--- src/rtl/biu_arb_if.sv ---
// rtl/biu_arb_if.sv - BIU arbiter bundle: two requester ports plus the single BIU master port
package biu_arb_pkg;
   typedef logic [2:0] biu_size_t;
   typedef enum logic [2:0] {
      BIU_SINGLE = 3'd0,
      BIU_INCR   = 3'd1,
      BIU_WRAP4  = 3'd2,
      BIU_INCR4  = 3'd3,
      BIU_WRAP8  = 3'd4,
      BIU_INCR8  = 3'd5,
      BIU_WRAP16 = 3'd6,
      BIU_INCR16 = 3'd7
   } biu_type_t;
   typedef logic [3:0] biu_prot_t;
endpackage

interface biu_arb_if #(
   parameter int DATA_SIZE = 32,
   parameter int ADDR_SIZE = DATA_SIZE
) ();
   // requester side, index 0 = data, 1 = instruction
   logic [1:0]                s_stb_i;
   logic [1:0]                s_stb_ack_o;
   logic [1:0]                s_d_ack_o;
   logic [ADDR_SIZE-1:0]      s_adri_i [2];
   biu_arb_pkg::biu_size_t    s_size_i [2];
   biu_arb_pkg::biu_type_t    s_type_i [2];
   biu_arb_pkg::biu_prot_t    s_prot_i [2];
   logic [1:0]                s_lock_i;
   logic [1:0]                s_we_i;
   logic [DATA_SIZE-1:0]      s_d_i [2];
   logic [DATA_SIZE-1:0]      s_q_o;
   logic [1:0]                s_ack_o;
   logic [1:0]                s_err_o;

   // BIU side
   logic                      m_stb_o;
   logic [ADDR_SIZE-1:0]      m_adri_o;
   biu_arb_pkg::biu_size_t    m_size_o;
   biu_arb_pkg::biu_type_t    m_type_o;
   biu_arb_pkg::biu_prot_t    m_prot_o;
   logic                      m_lock_o;
   logic                      m_we_o;
   logic [DATA_SIZE-1:0]      m_d_o;
   logic                      m_stb_ack_i;
   logic                      m_d_ack_i;
   logic [DATA_SIZE-1:0]      m_q_i;
   logic                      m_ack_i;
   logic                      m_err_i;

   modport slave (
      input  s_stb_i, s_adri_i, s_size_i, s_type_i, s_prot_i, s_lock_i, s_we_i, s_d_i,
      output s_stb_ack_o, s_d_ack_o, s_q_o, s_ack_o, s_err_o,
      output m_stb_o, m_adri_o, m_size_o, m_type_o, m_prot_o, m_lock_o, m_we_o, m_d_o,
      input  m_stb_ack_i, m_d_ack_i, m_q_i, m_ack_i, m_err_i
   );

   modport master (
      output s_stb_i, s_adri_i, s_size_i, s_type_i, s_prot_i, s_lock_i, s_we_i, s_d_i,
      input  s_stb_ack_o, s_d_ack_o, s_q_o, s_ack_o, s_err_o,
      input  m_stb_o, m_adri_o, m_size_o, m_type_o, m_prot_o, m_lock_o, m_we_o, m_d_o,
      output m_stb_ack_i, m_d_ack_i, m_q_i, m_ack_i, m_err_i
   );
endinterface

--- src/rtl/biu_arb.sv ---
// rtl/biu_arb.sv - two-port round-robin BIU arbiter with pipelined same-owner requests and locking
module biu_arb
   import biu_arb_pkg::*;
#(
   parameter int DATA_SIZE = 32,
   parameter int ADDR_SIZE = DATA_SIZE
) (
   input  logic      HCLK,
   input  logic      HRESETn,
   biu_arb_if.slave  bus
);

   logic       owner_q, owner_d;
   logic       last_q, last_d;
   logic       locked_q, locked_d;
   logic [5:0] pend_q, pend_d;

   logic                 sel;
   logic                 stb_w;
   logic                 grant;
   logic [4:0]           beats;
   logic [6:0]           sum;
   logic [ADDR_SIZE-1:0] adri_w;
   logic [DATA_SIZE-1:0] d_w;
   logic [DATA_SIZE-1:0] q_w;

   function automatic logic [4:0] beats_of(input biu_type_t t);
      case (t)
         BIU_WRAP4,  BIU_INCR4:  return 5'd4;
         BIU_WRAP8,  BIU_INCR8:  return 5'd8;
         BIU_WRAP16, BIU_INCR16: return 5'd16;
         default:                return 5'd1;
      endcase
   endfunction

   // Ownership may only move while nothing is outstanding and no lock is held.
   always_comb begin
      sel = owner_q;
      if (pend_q == 6'd0 && !locked_q) begin
         if (&bus.s_stb_i)        sel = ~last_q;
         else if (bus.s_stb_i[1]) sel = 1'b1;
         else if (bus.s_stb_i[0]) sel = 1'b0;
      end
   end

   assign stb_w = bus.s_stb_i[sel]
                & ((pend_q == 6'd0) | (sel == owner_q))
                & ~(locked_q & (sel != owner_q));
   assign grant = bus.m_stb_ack_i & stb_w;
   assign beats = beats_of(bus.s_type_i[sel]);

   assign adri_w       = bus.s_adri_i[sel];
   assign d_w          = bus.s_d_i[sel];
   assign q_w          = bus.m_q_i;
   assign bus.m_stb_o  = stb_w;
   assign bus.m_adri_o = adri_w;
   assign bus.m_size_o = bus.s_size_i[sel];
   assign bus.m_type_o = bus.s_type_i[sel];
   assign bus.m_prot_o = bus.s_prot_i[sel];
   assign bus.m_lock_o = bus.s_lock_i[sel];
   assign bus.m_we_o   = bus.s_we_i[sel];
   assign bus.m_d_o    = d_w;
   assign bus.s_q_o    = q_w;

   assign bus.s_stb_ack_o = {grant & sel, grant & ~sel};
   assign bus.s_ack_o     = {bus.m_ack_i   & owner_q, bus.m_ack_i   & ~owner_q};
   assign bus.s_err_o     = {bus.m_err_i   & owner_q, bus.m_err_i   & ~owner_q};
   assign bus.s_d_ack_o   = {bus.m_d_ack_i & owner_q, bus.m_d_ack_i & ~owner_q};

   always_comb begin
      owner_d  = owner_q;
      last_d   = last_q;
      locked_d = locked_q;
      sum      = {1'b0, pend_q} + (grant ? {2'b00, beats} : 7'd0);
      if (bus.m_ack_i && sum != 7'd0) sum = sum - 7'd1;

      // An error aborts the whole outstanding sequence, whatever else happens this cycle.
      if (bus.m_err_i)       pend_d = 6'd0;
      else if (sum > 7'd63)  pend_d = 6'd63;
      else                   pend_d = sum[5:0];

      if (locked_q && !bus.s_lock_i[owner_q] && pend_q == 6'd0) locked_d = 1'b0;
      if (grant && bus.s_lock_i[sel])                            locked_d = 1'b1;

      if (grant) begin
         owner_d = sel;
         last_d  = sel;
      end
   end

   always_ff @(posedge HCLK or negedge HRESETn) begin
      if (!HRESETn) begin
         owner_q  <= 1'b0;
         last_q   <= 1'b1;
         locked_q <= 1'b0;
         pend_q   <= 6'd0;
      end else begin
         owner_q  <= owner_d;
         last_q   <= last_d;
         locked_q <= locked_d;
         pend_q   <= pend_d;
      end
   end

endmodule

--- src/flat_wrapper.sv ---
// flat-port wrapper written by rule: the top's interface ports become plain ports
module biu_arb_flat import biu_arb_pkg::*;
#(
   parameter int DATA_SIZE = 32,
   parameter int ADDR_SIZE = DATA_SIZE
)
  (HCLK, HRESETn, bus_s_stb_i, bus_s_adri_i, bus_s_size_i, bus_s_type_i, bus_s_prot_i, bus_s_lock_i, bus_s_we_i, bus_s_d_i, bus_s_stb_ack_o, bus_s_d_ack_o, bus_s_q_o, bus_s_ack_o, bus_s_err_o, bus_m_stb_o, bus_m_adri_o, bus_m_size_o, bus_m_type_o, bus_m_prot_o, bus_m_lock_o, bus_m_we_o, bus_m_d_o, bus_m_stb_ack_i, bus_m_d_ack_i, bus_m_q_i, bus_m_ack_i, bus_m_err_i);
  biu_arb_if #(.DATA_SIZE(DATA_SIZE), .ADDR_SIZE(ADDR_SIZE)) bus_i ();
  input  logic HCLK;
  input  logic HRESETn;
  input wire logic [$bits(bus_i.s_stb_i)-1:0] bus_s_stb_i;
  input wire logic [$bits(bus_i.s_adri_i)-1:0] bus_s_adri_i;
  input wire logic [$bits(bus_i.s_size_i)-1:0] bus_s_size_i;
  input wire logic [$bits(bus_i.s_type_i)-1:0] bus_s_type_i;
  input wire logic [$bits(bus_i.s_prot_i)-1:0] bus_s_prot_i;
  input wire logic [$bits(bus_i.s_lock_i)-1:0] bus_s_lock_i;
  input wire logic [$bits(bus_i.s_we_i)-1:0] bus_s_we_i;
  input wire logic [$bits(bus_i.s_d_i)-1:0] bus_s_d_i;
  output wire logic [$bits(bus_i.s_stb_ack_o)-1:0] bus_s_stb_ack_o;
  output wire logic [$bits(bus_i.s_d_ack_o)-1:0] bus_s_d_ack_o;
  output wire logic [$bits(bus_i.s_q_o)-1:0] bus_s_q_o;
  output wire logic [$bits(bus_i.s_ack_o)-1:0] bus_s_ack_o;
  output wire logic [$bits(bus_i.s_err_o)-1:0] bus_s_err_o;
  output wire logic [$bits(bus_i.m_stb_o)-1:0] bus_m_stb_o;
  output wire logic [$bits(bus_i.m_adri_o)-1:0] bus_m_adri_o;
  output wire logic [$bits(bus_i.m_size_o)-1:0] bus_m_size_o;
  output wire logic [$bits(bus_i.m_type_o)-1:0] bus_m_type_o;
  output wire logic [$bits(bus_i.m_prot_o)-1:0] bus_m_prot_o;
  output wire logic [$bits(bus_i.m_lock_o)-1:0] bus_m_lock_o;
  output wire logic [$bits(bus_i.m_we_o)-1:0] bus_m_we_o;
  output wire logic [$bits(bus_i.m_d_o)-1:0] bus_m_d_o;
  input wire logic [$bits(bus_i.m_stb_ack_i)-1:0] bus_m_stb_ack_i;
  input wire logic [$bits(bus_i.m_d_ack_i)-1:0] bus_m_d_ack_i;
  input wire logic [$bits(bus_i.m_q_i)-1:0] bus_m_q_i;
  input wire logic [$bits(bus_i.m_ack_i)-1:0] bus_m_ack_i;
  input wire logic [$bits(bus_i.m_err_i)-1:0] bus_m_err_i;
  assign bus_i.s_stb_i = bus_s_stb_i;
  assign bus_i.s_adri_i = {>>{bus_s_adri_i}};
  assign bus_i.s_size_i = {>>{bus_s_size_i}};
  assign bus_i.s_type_i = {>>{bus_s_type_i}};
  assign bus_i.s_prot_i = {>>{bus_s_prot_i}};
  assign bus_i.s_lock_i = bus_s_lock_i;
  assign bus_i.s_we_i = bus_s_we_i;
  assign bus_i.s_d_i = {>>{bus_s_d_i}};
  assign bus_s_stb_ack_o = bus_i.s_stb_ack_o;
  assign bus_s_d_ack_o = bus_i.s_d_ack_o;
  assign bus_s_q_o = bus_i.s_q_o;
  assign bus_s_ack_o = bus_i.s_ack_o;
  assign bus_s_err_o = bus_i.s_err_o;
  assign bus_m_stb_o = bus_i.m_stb_o;
  assign bus_m_adri_o = bus_i.m_adri_o;
  assign bus_m_size_o = bus_i.m_size_o;
  assign bus_m_type_o = bus_i.m_type_o;
  assign bus_m_prot_o = bus_i.m_prot_o;
  assign bus_m_lock_o = bus_i.m_lock_o;
  assign bus_m_we_o = bus_i.m_we_o;
  assign bus_m_d_o = bus_i.m_d_o;
  assign bus_i.m_stb_ack_i = bus_m_stb_ack_i;
  assign bus_i.m_d_ack_i = bus_m_d_ack_i;
  assign bus_i.m_q_i = bus_m_q_i;
  assign bus_i.m_ack_i = bus_m_ack_i;
  assign bus_i.m_err_i = bus_m_err_i;
  biu_arb #(.DATA_SIZE(DATA_SIZE), .ADDR_SIZE(ADDR_SIZE)) u_core (.HCLK(HCLK), .HRESETn(HRESETn), .bus(bus_i));
endmodule
--- config.mk ---
export PLATFORM = sky130hd
export DESIGN_NAME = biu_arb_flat
export DESIGN_NICKNAME = d
export VERILOG_FILES = /design/src/rtl/biu_arb_if.sv /design/src/rtl/biu_arb.sv /design/src/flat_wrapper.sv
export SDC_FILE = /design/constraint.sdc
export NUM_CORES = 1
export LEC_CHECK = 0
export ABC_AREA = 0
export CORE_AREA = 3 3 119 121
export CTS_BUF_LIST = sky130_fd_sc_hd__clkbuf_4
export DETAILED_ROUTE_END_ITERATION = 6
export DIE_AREA = 0 0 122 124
export GPL_TIMING_DRIVEN = 1
export SETUP_SLACK_MARGIN = 0.02
export SLEW_MARGIN = 20
export SYNTH_ARGS = -nofsm -noshare
export SYNTH_HDL_FRONTEND = slang
export SYNTH_SLANG_ARGS = --single-unit
--- constraint.sdc ---
create_clock -name HCLK -period 5.6 [get_ports HCLK]
set_clock_uncertainty 0.2 [all_clocks]
set_input_delay 1.12 -clock HCLK [delete_from_list [all_inputs] [get_ports HCLK]]
set_output_delay 1.12 -clock HCLK [all_outputs]
set_load 0.005 [all_outputs]
# Word level (Yosys, flattened, before mapping)
# Index checks and enable logic that the tools add are counted.
[word_totals]
register_bits = 9
input_bits = 192
wordCells = 84
[op_classes]
addsub = 2
n_lt_le_gt_ge = 4
n_eq_ne = 8
muxes = 34
bitwise_logic = 18
n_reduce_logical = 14
[op_table]
columns = ["cell", "n"]
rows = [
  ["$mux 32", 6],
  ["$mux 3", 6],
  ["$pmux 5 s3", 1],
  ["$mux 1", 14],
  ["$and 1x1->1", 12],
  ["$eq 3x3->1 const B", 4],
  ["$mux 4", 3],
  ["$mux 6", 2],
  ["$add 6x7->7", 1],
  ["$gt 7x6->1 const B", 1],
  ["$mux 7", 1],
  ["$reduce_bool 7->1", 1],
  ["$sub 7x1->7 const B", 1],
  ["$eq 3x2->1 const B", 2],
  ["$logic_not 6->1", 1],
  ["$reduce_or 2->1", 3],
  ["$logic_and 1x1->1", 5],
  ["$mux 5", 1],
  ["$lt 1x2->1 const B", 2],
  ["$not 1->1", 4],
  ["$ge 2x2->1 const B", 1],
  ["$logic_not 1->1", 2],
  ["$not 1->2", 1],
  ["$reduce_and 2->1", 1],
  ["other kinds (4)", 4],
]

# Depth between registers and ports, before layout
# Gate-level depths: netlist of the first run.
[depth]
ltp_word = 19
depth_mapped = 16
mapped_depth_nobuf = 15

# Worst setup path after synthesis of the first run
# OpenSTA, ideal clock, no wires.
[synth_path]
path_kind = "input to register"
from = "in bus_s_stb_i[0]"
to = "reg u_core.pend_q[0]"
arrival_ns = 3.892
required_ns = 5.313
slack_ns = 1.421
stages = 14
path_buffers = 1
path_cell_list = "nand2_1 -> a32o_1 -> buf_6 -> mux2i_4 -> inv_2 -> nor3b_2 -> ha_1 -> ha_1 -> and2_1 -> a21oi_1 -> o31a_1 -> nand4b_1 -> or4b_1 -> o211ai_1"
[synth_between]
elab_chain_cells = 19
word_cells_on_any_way = 38
classes_between = "add/sub: 2; order compare: 1; eq/ne: 8; mux: 14; bitwise: 7; reduce/logical: 6"
[synth_lines]
columns = ["item", "line", "source"]
rows = [
  ["start, declared", "flat_wrapper.sv:11", "input wire logic [$bits(bus_i.s_stb_i)-1:0] bus_s_stb_i;"],
  ["$mux 1", "biu_arb.sv:42", "else if (bus.s_stb_i[0]) sel = 1'b0;"],
  ["$mux 1", "biu_arb.sv:41", "else if (bus.s_stb_i[1]) sel = 1'b1;"],
  ["$mux 1 *", "biu_arb.sv:40", "if (&bus.s_stb_i) sel = ~last_q;"],
  ["$mux 1 *", "biu_arb.sv:39", "if (pend_q == 6'd0 && !locked_q) begin"],
  ["$not 1->2 *", "-", ""],
  ["$mux 3 * (3 in series)", "-", ""],
  ["net bus_m_type_o[2]", "flat_wrapper.sv:27", "output wire logic [$bits(bus_i.m_type_o)-1:0] bus_m_type_o;"],
  ["$eq 3x3->1 or $eq 3x2->1 (tied branches)", "biu_arb.sv:28", "case (t)"],
  ["[... 2 more ...]", "-", ""],
  ["$mux 5 *", "biu_arb.sv:74", "sum = {1'b0, pend_q} + (grant ? {2'b00, beats} : 7'd0);"],
  ["$add 6x7->7 *", "biu_arb.sv:74", ""],
  ["branches (longest 2 deep; another with $sub 7x1->7)", "-", ""],
  ["$mux 7 *", "biu_arb.sv:75", "if (bus.m_ack_i && sum != 7'd0) sum = sum - 7'd1;"],
  ["$gt 7x6->1", "biu_arb.sv:79", "else if (sum > 7'd63) pend_d = 6'd63;"],
  ["$mux 6 *", "biu_arb.sv:79", ""],
  ["$mux 6 *", "biu_arb.sv:78", "if (bus.m_err_i) pend_d = 6'd0;"],
  ["net u_core.pend_d[0]", "biu_arb.sv:16", "logic [5:0] pend_q, pend_d;"],
  ["end signal, assigned", "biu_arb.sv:101", "pend_q <= pend_d;"],
  ["end, declared", "biu_arb.sv:16", ""],
]
# Mark *: on every way through the listed nets, which the timed path passes. The select of a mux whose other input is x is not followed.
# A chain may end at the register's enable or synchronous reset.

# Final worst setup path of the first run
[layout_path]
from = "in bus_s_stb_i[0]"
to = "reg u_core.pend_q[2]"
[layout_between]
elab_chain_cells = 19
word_cells_on_any_way = 38
classes_between = "add/sub: 2; order compare: 1; eq/ne: 8; mux: 14; bitwise: 7; reduce/logical: 6"
[layout_lines]
columns = ["item", "line", "source"]
rows = [
  ["$mux 1", "biu_arb.sv:42", ""],
  ["$mux 1", "biu_arb.sv:41", ""],
  ["$mux 1", "biu_arb.sv:40", ""],
  ["$mux 1", "biu_arb.sv:39", ""],
  ["$not 1->2 (not written as such)", "biu_arb.sv:50", "assign beats = beats_of(bus.s_type_i[sel]);"],
  ["$mux 3 (not written as such) (3 in series)", "biu_arb.sv:50", ""],
  ["$eq 3x3->1 or $eq 3x2->1 (tied branches)", "biu_arb.sv:28", ""],
  ["$reduce_or 2->1", "biu_arb.sv:28", ""],
  ["$pmux 5 s3", "biu_arb.sv:28", ""],
  ["$mux 5 *", "biu_arb.sv:74", ""],
  ["$add 6x7->7 *", "biu_arb.sv:74", ""],
  ["branches (longest 2 deep; another with $sub 7x1->7)", "-", ""],
  ["$mux 7 *", "biu_arb.sv:75", ""],
  ["$gt 7x6->1", "biu_arb.sv:79", ""],
  ["$mux 6 *", "biu_arb.sv:79", ""],
  ["$mux 6 *", "biu_arb.sv:78", ""],
  ["net u_core.pend_d[2]", "biu_arb.sv:16", ""],
]
# Marked as above.

==> results of run 1 <==
## kinds of logic (layout without fill, tap and decap cells)
family	after synthesis	in the layout	synth area share
AOI/OAI and AO/OA	30	30	0.0950
xor gates and xnor gates	9	9	0.0363
adders and majority gates	7	7	0.0403
buffers and inverters	48	254	0.164
DFF	9	9	0.104
muxes	82	82	0.431
other	0	2	0
and+or+nand+nor	44	44	0.130
## per-stage QoR
step	std cells	hold slack (ns)
5_1_grt	613	0.358
3_3_place_gp	607	0.296
6_report	613	0.312
4_1_cts	611	0.320
3_5_place_dp	607	0.312
2_1_floorplan	229	0.262
## worst max-delay path, cell delays in order
cell and delay, ns:
clkdlybuf4s50_1 0.59, nand2_1 0.10, a32o_4 0.37, mux2i_4 0.21, inv_2 0.08, nor3b_2 0.17, ha_1 0.26, ha_1 0.31
a21o_1 0.15, a21oi_1 0.07, o211ai_1 0.34, nand4b_1 0.24, or4b_1 0.65, o211ai_1 0.15
## power by group through the flow
stage	Sequential [mW]	Clock [mW]	Combinational [mW]
finish	0.126	0.0531	1.10
global route	0.130	0.0586	1.18
CTS	0.125	0.0556	1.11
detailed placement	0.126	0	1.11
global placement	0.127	0	1.10
floorplan	0.115	0	0.621
## how the worst max path moves through the flow
stage / endpoint / depth (start not counted) / slack (ns) / start
floorplan: u_core.pend_q[0] / 14 / 1.42 / bus_s_stb_i[0]
global placement: u_core.pend_q[2] / 14 / 0.71 / bus_s_stb_i[0]
detailed placement: u_core.pend_q[2] / 14 / 0.53 / bus_s_stb_i[0]
CTS: bus_m_d_o[9] / 5 / 0.80 / bus_s_stb_i[1]
global route: u_core.pend_q[2] / 14 / 0.54 / bus_s_stb_i[0]
finish: u_core.pend_q[2] / 14 / 0.77 / bus_s_stb_i[0]
## cells in the mapped netlist (all sizes together) (3+ instances only)
cell	instances	area, um^2
buf	42	334
o211ai	7	52.6
a21oi	5	25.0
ha	7	87.6
nor2	8	30.0
dfrtp	8	200
and3	3	18.8
xor2	5	43.8
a21o	3	22.5
nand2	9	33.8
o21ai	6	30.0
and2	4	25.0
mux2	79	893
nor3b	5	52.6
xnor2	4	35.0
inv	4	15.0
nor2b	5	31.3
mux2i	3	42.5
## layer usage
metal	GRT usage	wire (um)	vias up
met5	0	55	-
met4	0.00560	27	8
met3	0.0568	1440	12
met2	0.227	5620	141
met1	0.159	4250	1145
li1	-	-	1222
## layout make-up
type	instances	area share
repair buffers	246	0.539
multi-input cells	172	0.352
flip-flops and latches	9	0.0497
well taps	176	0.0483
clock buffers	4	0.00659
inverters	4	0.00330
diodes	2	0.00110
## sequential cells by signal (all words and copies together) (netlist names)
signal and cells:
u_core.last_q 1, u_core.locked_q 1, u_core.owner_q 1, u_core.pend_q 6
==> summary.txt, run 1 <==
Clocking
  • Reg clk slew, reported paths: 0.05 ns
  • CTS root buffer: clkbuf_4
  • # hold bufs at CTS: 0
  • Htree depth: 1
  • CTS sink count: 9
  • CTS max path bufs: 2
  • TritonCTS clock tree: done
  • Number of gates resized after CTS: 0
  • Clk_lat worst skew: 0.26 ns
  • Post-CTS setup buffers: 0
  • CTS Buf Count: 3

Power and ir drop
  • Clock Power Share: 0.042
  • Switching Share: 0.369
  • Power per Cell Area: 281 nW/um^2
  • Total power draw: 1.28 mW
  • Lkg Pwr: 1.70 nW
  • Switching pwr: 0.472 mW
  • Comb pwr share: 0.860
  • Pint: 0.807 mW
  • Reg power frac: 0.098
  • VDD IR-drop max: 99.6 uV

Critical path
  • R2R Setup Slk: 1.06 ns
  • Worst r2r src: u_core.pend_q[5]
  • Data required, critical path: 5.56 ns
  • Reg2reg end: u_core.pend_q[2]
  • Crit path capture type: flop
  • Worst Path Max Fanout: 7
  • FF-to-FF path depth: 15
  • Critical Path AT: 4.79 ns
  • Worst setup SP type: primary input
  • Setup CP Type: primary input to flop

Timing
  • Setup TNS: 0 ns
  • Fin crit period: 4.83 ns
  • Worst-Margin Slew: 0.594 ns
  • Fin worst setup slack: 0.766 ns
  • Peak Freq: 0.207 GHz
  • Tcrit/Tclk final: 0.863
  • Rel. slew slack: 0.604
  • Final Hold Fails: 0
  • Final setup vio count: 0
  • RSZ-0062 raised after global routing: false
  • Final Max Tran Viols: 0

Logic synthesis
  • Syn_area_per_cell: 9.49 um^2
  • Sequential-to-total area share from yosys stat: 0.104
  • Cell Area, Synth: 2170 um^2
  • Synth Register Bits: 9
  • Synth Instances: 229
  • Share of synthesized registers carrying an async set or reset: 1.00
  • Synth cell types: 45
  • Ys flop type: dfrtp_1
  • Syn Nets: 428
  • Number of enable flip-flop cells after synthesis: 0
  • Ys Warns: 0

GRT
  • Antenna violations before repair: 5
  • GRT overflow: 0
  • First-pass GRT wire length: 15.1 mm
  • Gr usage total: 0.131
  • Vias in the first global route: 2564
  • Largest net degree at the start of global routing: 48

Floorplanning
  • Core Area: 13200 um^2
  • Die Wd: 122 um
  • I/O pin count: 309
  • Chip Height: 124 um
  • Die area: 15100 um^2
  • Row count: 42
  • Starting Density: 0.165

Cells and area
  • Area grow syn2layout: 110%
  • Final net count: 635
  • Multi-input logic area: 1600 um^2
  • Commonest cells after routing, fill and taps aside: clkdlybuf4s50_1 (244), mux2_2 (78), nand2_1 (9)
  • Final core occ: 0.345
  • Filler Cells Inserted: 1340
  • Layout cells sized above 1: 0.216
  • Register area: 226 um^2
  • Final instance area: 4560 um^2
  • Commonest non-fill, non-tap cell in the layout: clkdlybuf4s50_1

Placement
  • IO buf count: 244
  • Post-DP HPWL: 10.1 mm
  • Placed cell areas: 4520 um^2
  • Pre-CTS setup slack: 0.526 ns
  • GPL Wtd Cong: 0.850

Worst hold path
  • Worst hold path class: flop to flop
  • Hold path start: u_core.last_q
  • WHS Path Cells: 2
  • Worst Hold Path EP: u_core.last_q

Status
  • Status: finished, final reports clean

Routing
  • Total Wirelength: 11.4 mm
  • Drt drc: 0
  • Via count: 2528
  • WL/cell: 18.6 um
  • Iter 0 DRT Violations: 59
  • ANT nets after route: 0
  • Routed vias/inst: 4.12
  • First-pass iteration count of the detailed router: 4

Flow run
  • Max_cap viols: 0
Power figures use the tool's default switching activity.
==> inputs of run 2 (changes only) <==
--- a/config.mk
+++ b/config.mk
@@ -11,6 +11,7 @@
 export DETAILED_ROUTE_END_ITERATION = 6
 export DIE_AREA = 0 0 122 124
 export GPL_TIMING_DRIVEN = 1
+export PLACE_DENSITY = 0.56
 export SETUP_SLACK_MARGIN = 0.02
 export SLEW_MARGIN = 20
 export SYNTH_ARGS = -nofsm -noshare
==> summary.txt, run 2 (synthesis results as in run 1) <==
Floorplanning
  • Chip Height: 124 um (unchanged)
  • Row count: 42 (unchanged)
  • Die Wd: 122 um (unchanged)
  • I/O pin count: 309 (unchanged)
  • Starting Density: 0.165 (unchanged)
  • Die area: 15100 um^2 (unchanged)
  • Core Area: 13200 um^2 (unchanged)

Cells and area
  • Ant. Diodes: 0 (-2)
  • Final net count: 634 (-0.16%)
  • Commonest cells after routing, fill and taps aside: clkdlybuf4s50_1 (244), mux2_2 (78), nand2_1 (9)
  • Filler Cells Inserted: 1340 (unchanged)
  • Commonest non-fill, non-tap cell in the layout: clkdlybuf4s50_1
  • Max reg flops: 6 (unchanged)
  • Layout cells sized above 1: 0.214 (-0.00181)
  • Number of cells in the finished layout apart from fillers: 610 (-0.49%)
  • Area grow syn2layout: 110% (unchanged)
  • Most flops, register: u_core.pend_q

Critical path
  • FF-to-FF path depth: 15 (unchanged)
  • R2R Setup Slk: 1.10 ns (+0.04 ns)
  • Worst r2r src: u_core.pend_q[5]
  • Setup CP Type: primary input to flop
  • Critical Path AT: 4.78 ns (about the same)
  • Crit path capture type: flop
  • Reg2reg end: u_core.pend_q[2]
  • Data required, critical path: 5.55 ns (about the same)
  • Worst setup SP type: primary input
  • Worst Path Max Fanout: 7 (unchanged)

Worst hold path
  • Hold path start: u_core.last_q
  • Worst Hold Path EP: u_core.last_q
  • Worst hold path class: flop to flop
  • WHS Path Cells: 2 (unchanged)

GRT
  • Largest net degree at the start of global routing: 81 (+69%)
  • Most Crowded Layer GR: met2
  • Vias in the first global route: 2418 (-5.7%)
  • Met1 Use GR: 0.155 (-0.00393)
  • Antenna violations before repair: 0 (-5)
  • Gr usage total: 0.126 (-0.00547)
  • GRT overflow: 0 (unchanged)
  • Met3 Track Usage GR: 0.0445 (-0.0123)
  • First-pass GRT wire length: 14.6 mm (-3.3%)
  • GR met2 Demand/Resource: 0.224 (-0.00276)

Timing
  • Fin crit period: 4.83 ns (-0.00568 ns)
  • Tcrit/Tclk final: 0.862 (-0.00101)
  • Peak Freq: 0.207 GHz (+0.12%)
  • Rel. slew slack: 0.672 (+0.0677)
  • Setup TNS: 0 ns (unchanged)
  • RSZ-0062 raised after global routing: false
  • Worst-Margin Slew: 0.487 ns (-0.107 ns)
  • Final Hold Fails: 0 (unchanged)
  • Final setup vio count: 0 (unchanged)
  • Final Max Tran Viols: 0 (unchanged)

Routing
  • Via count: 2491 (-1.5%)
  • Drt drc: 0 (unchanged)
  • Routed vias/inst: 4.08 (-0.98%)
  • ANT nets after route: 0 (unchanged)
  • WL/cell: 18.0 um (-3.0%)
  • Iter 0 DRT Violations: 61 (+3.4%)
  • First-pass iteration count of the detailed router: 4 (unchanged)
  • Total Wirelength: 11.0 mm (-3.4%)

Clocking
  • # hold bufs at CTS: 0 (unchanged)
  • CTS max path bufs: 2 (unchanged)
  • CTS Buf Count: 3 (unchanged)
  • Number of gates resized after CTS: 0 (unchanged)
  • CTS sink count: 9 (unchanged)
  • CTS root buffer: clkbuf_4
  • Reg clk slew, reported paths: 0.05 ns (about the same)
  • Htree depth: 1 (unchanged)
  • TritonCTS clock tree: done
  • Clk_lat worst skew: 0.25 ns (about the same)
  • Post-CTS setup buffers: 0 (unchanged)

Power and ir drop
  • Lkg Pwr: 1.70 nW (-0.13%)
  • Power per Cell Area: 279 nW/um^2 (-0.55%)
  • VDD IR-drop max: 143 uV (+43%)

Placement
  • Placed cell count: 606 (-0.16%)
  • GPL Wtd Cong: 0.832 (-2.0%)
  • Post-DP HPWL: 9.64 mm (-4.3%)
  • IO buf count: 244 (unchanged)

Flow run
  • Max_cap viols: 0 (unchanged)

Status
  • Status: finished, final reports clean
==> run 2: worst max path at each step <==
stage	startpoint	to	slack, ns	depth (start not counted)
final	bus_s_stb_i[0]	u_core.pend_q[2]	0.77	14
after global routing	bus_s_stb_i[0]	u_core.pend_q[0]	0.55	14
after CTS	bus_s_stb_i[0]	u_core.pend_q[2]	0.77	14
after detailed placement	bus_s_stb_i[0]	u_core.pend_q[2]	0.52	14
after global placement	bus_s_stb_i[0]	u_core.pend_q[2]	0.69	14
after floorplan	bus_s_stb_i[0]	u_core.pend_q[0]	1.42	14
==> run 2: critical path: stages <==
cell	delay, ns
clkdlybuf4s50_1	0.59
nand2_1	0.10
a32o_4	0.38
mux2i_4	0.21
inv_2	0.08
nor3b_2	0.17
ha_1	0.26
ha_1	0.32
a21o_1	0.15
a21oi_1	0.07
o211ai_1	0.33
nand4b_1	0.21
or4b_1	0.63
o211ai_1	0.15
==> run 2: layout make-up <==
type	count	area, um^2	share of cell area
Clock buffer	4	30.0	0.00659
Inverter	4	15.0	0.00330
Multi-Input combinational cell	172	1600	0.352
Sequential cell	9	226	0.0497
Tap cell	176	220	0.0483
Timing Repair Buffer	245	2460	0.541
==> run 2: per-stage QoR <==
step	cell area [um^2]	util	power [mW]	worst slack, ns	hold WS, ns
3_3_place_gp	4530	0.343	1.22	0.691	0.289
4_1_cts	4560	0.345	1.29	0.772	0.299
3_5_place_dp	4530	0.343	1.23	0.520	0.286
5_1_grt	4560	0.345	1.37	0.554	0.309
6_report	4560	0.345	1.27	0.772	0.297
2_1_floorplan	2170	-	0.736	1.42	0.262
==> run 2: per-layer routing <==
layer / up-vias / wire [um] / part of all wire
met5: - / 0 / 0
met4: 0 / 0 / 0
met3: 0 / 1230 / 0.11
met2: 130 / 5550 / 0.50
met1: 1142 / 4220 / 0.38
li1: 1219 / - / -
==> run 2: power by group <==
group | internal (mW) | switching [mW] | leakage [nW]
clock | 0.0321 | 0.0190 | 0.0184
combinational | 0.686 | 0.410 | 1.56
sequential | 0.0941 | 0.0308 | 0.115
total | 0.812 | 0.460 | 1.70
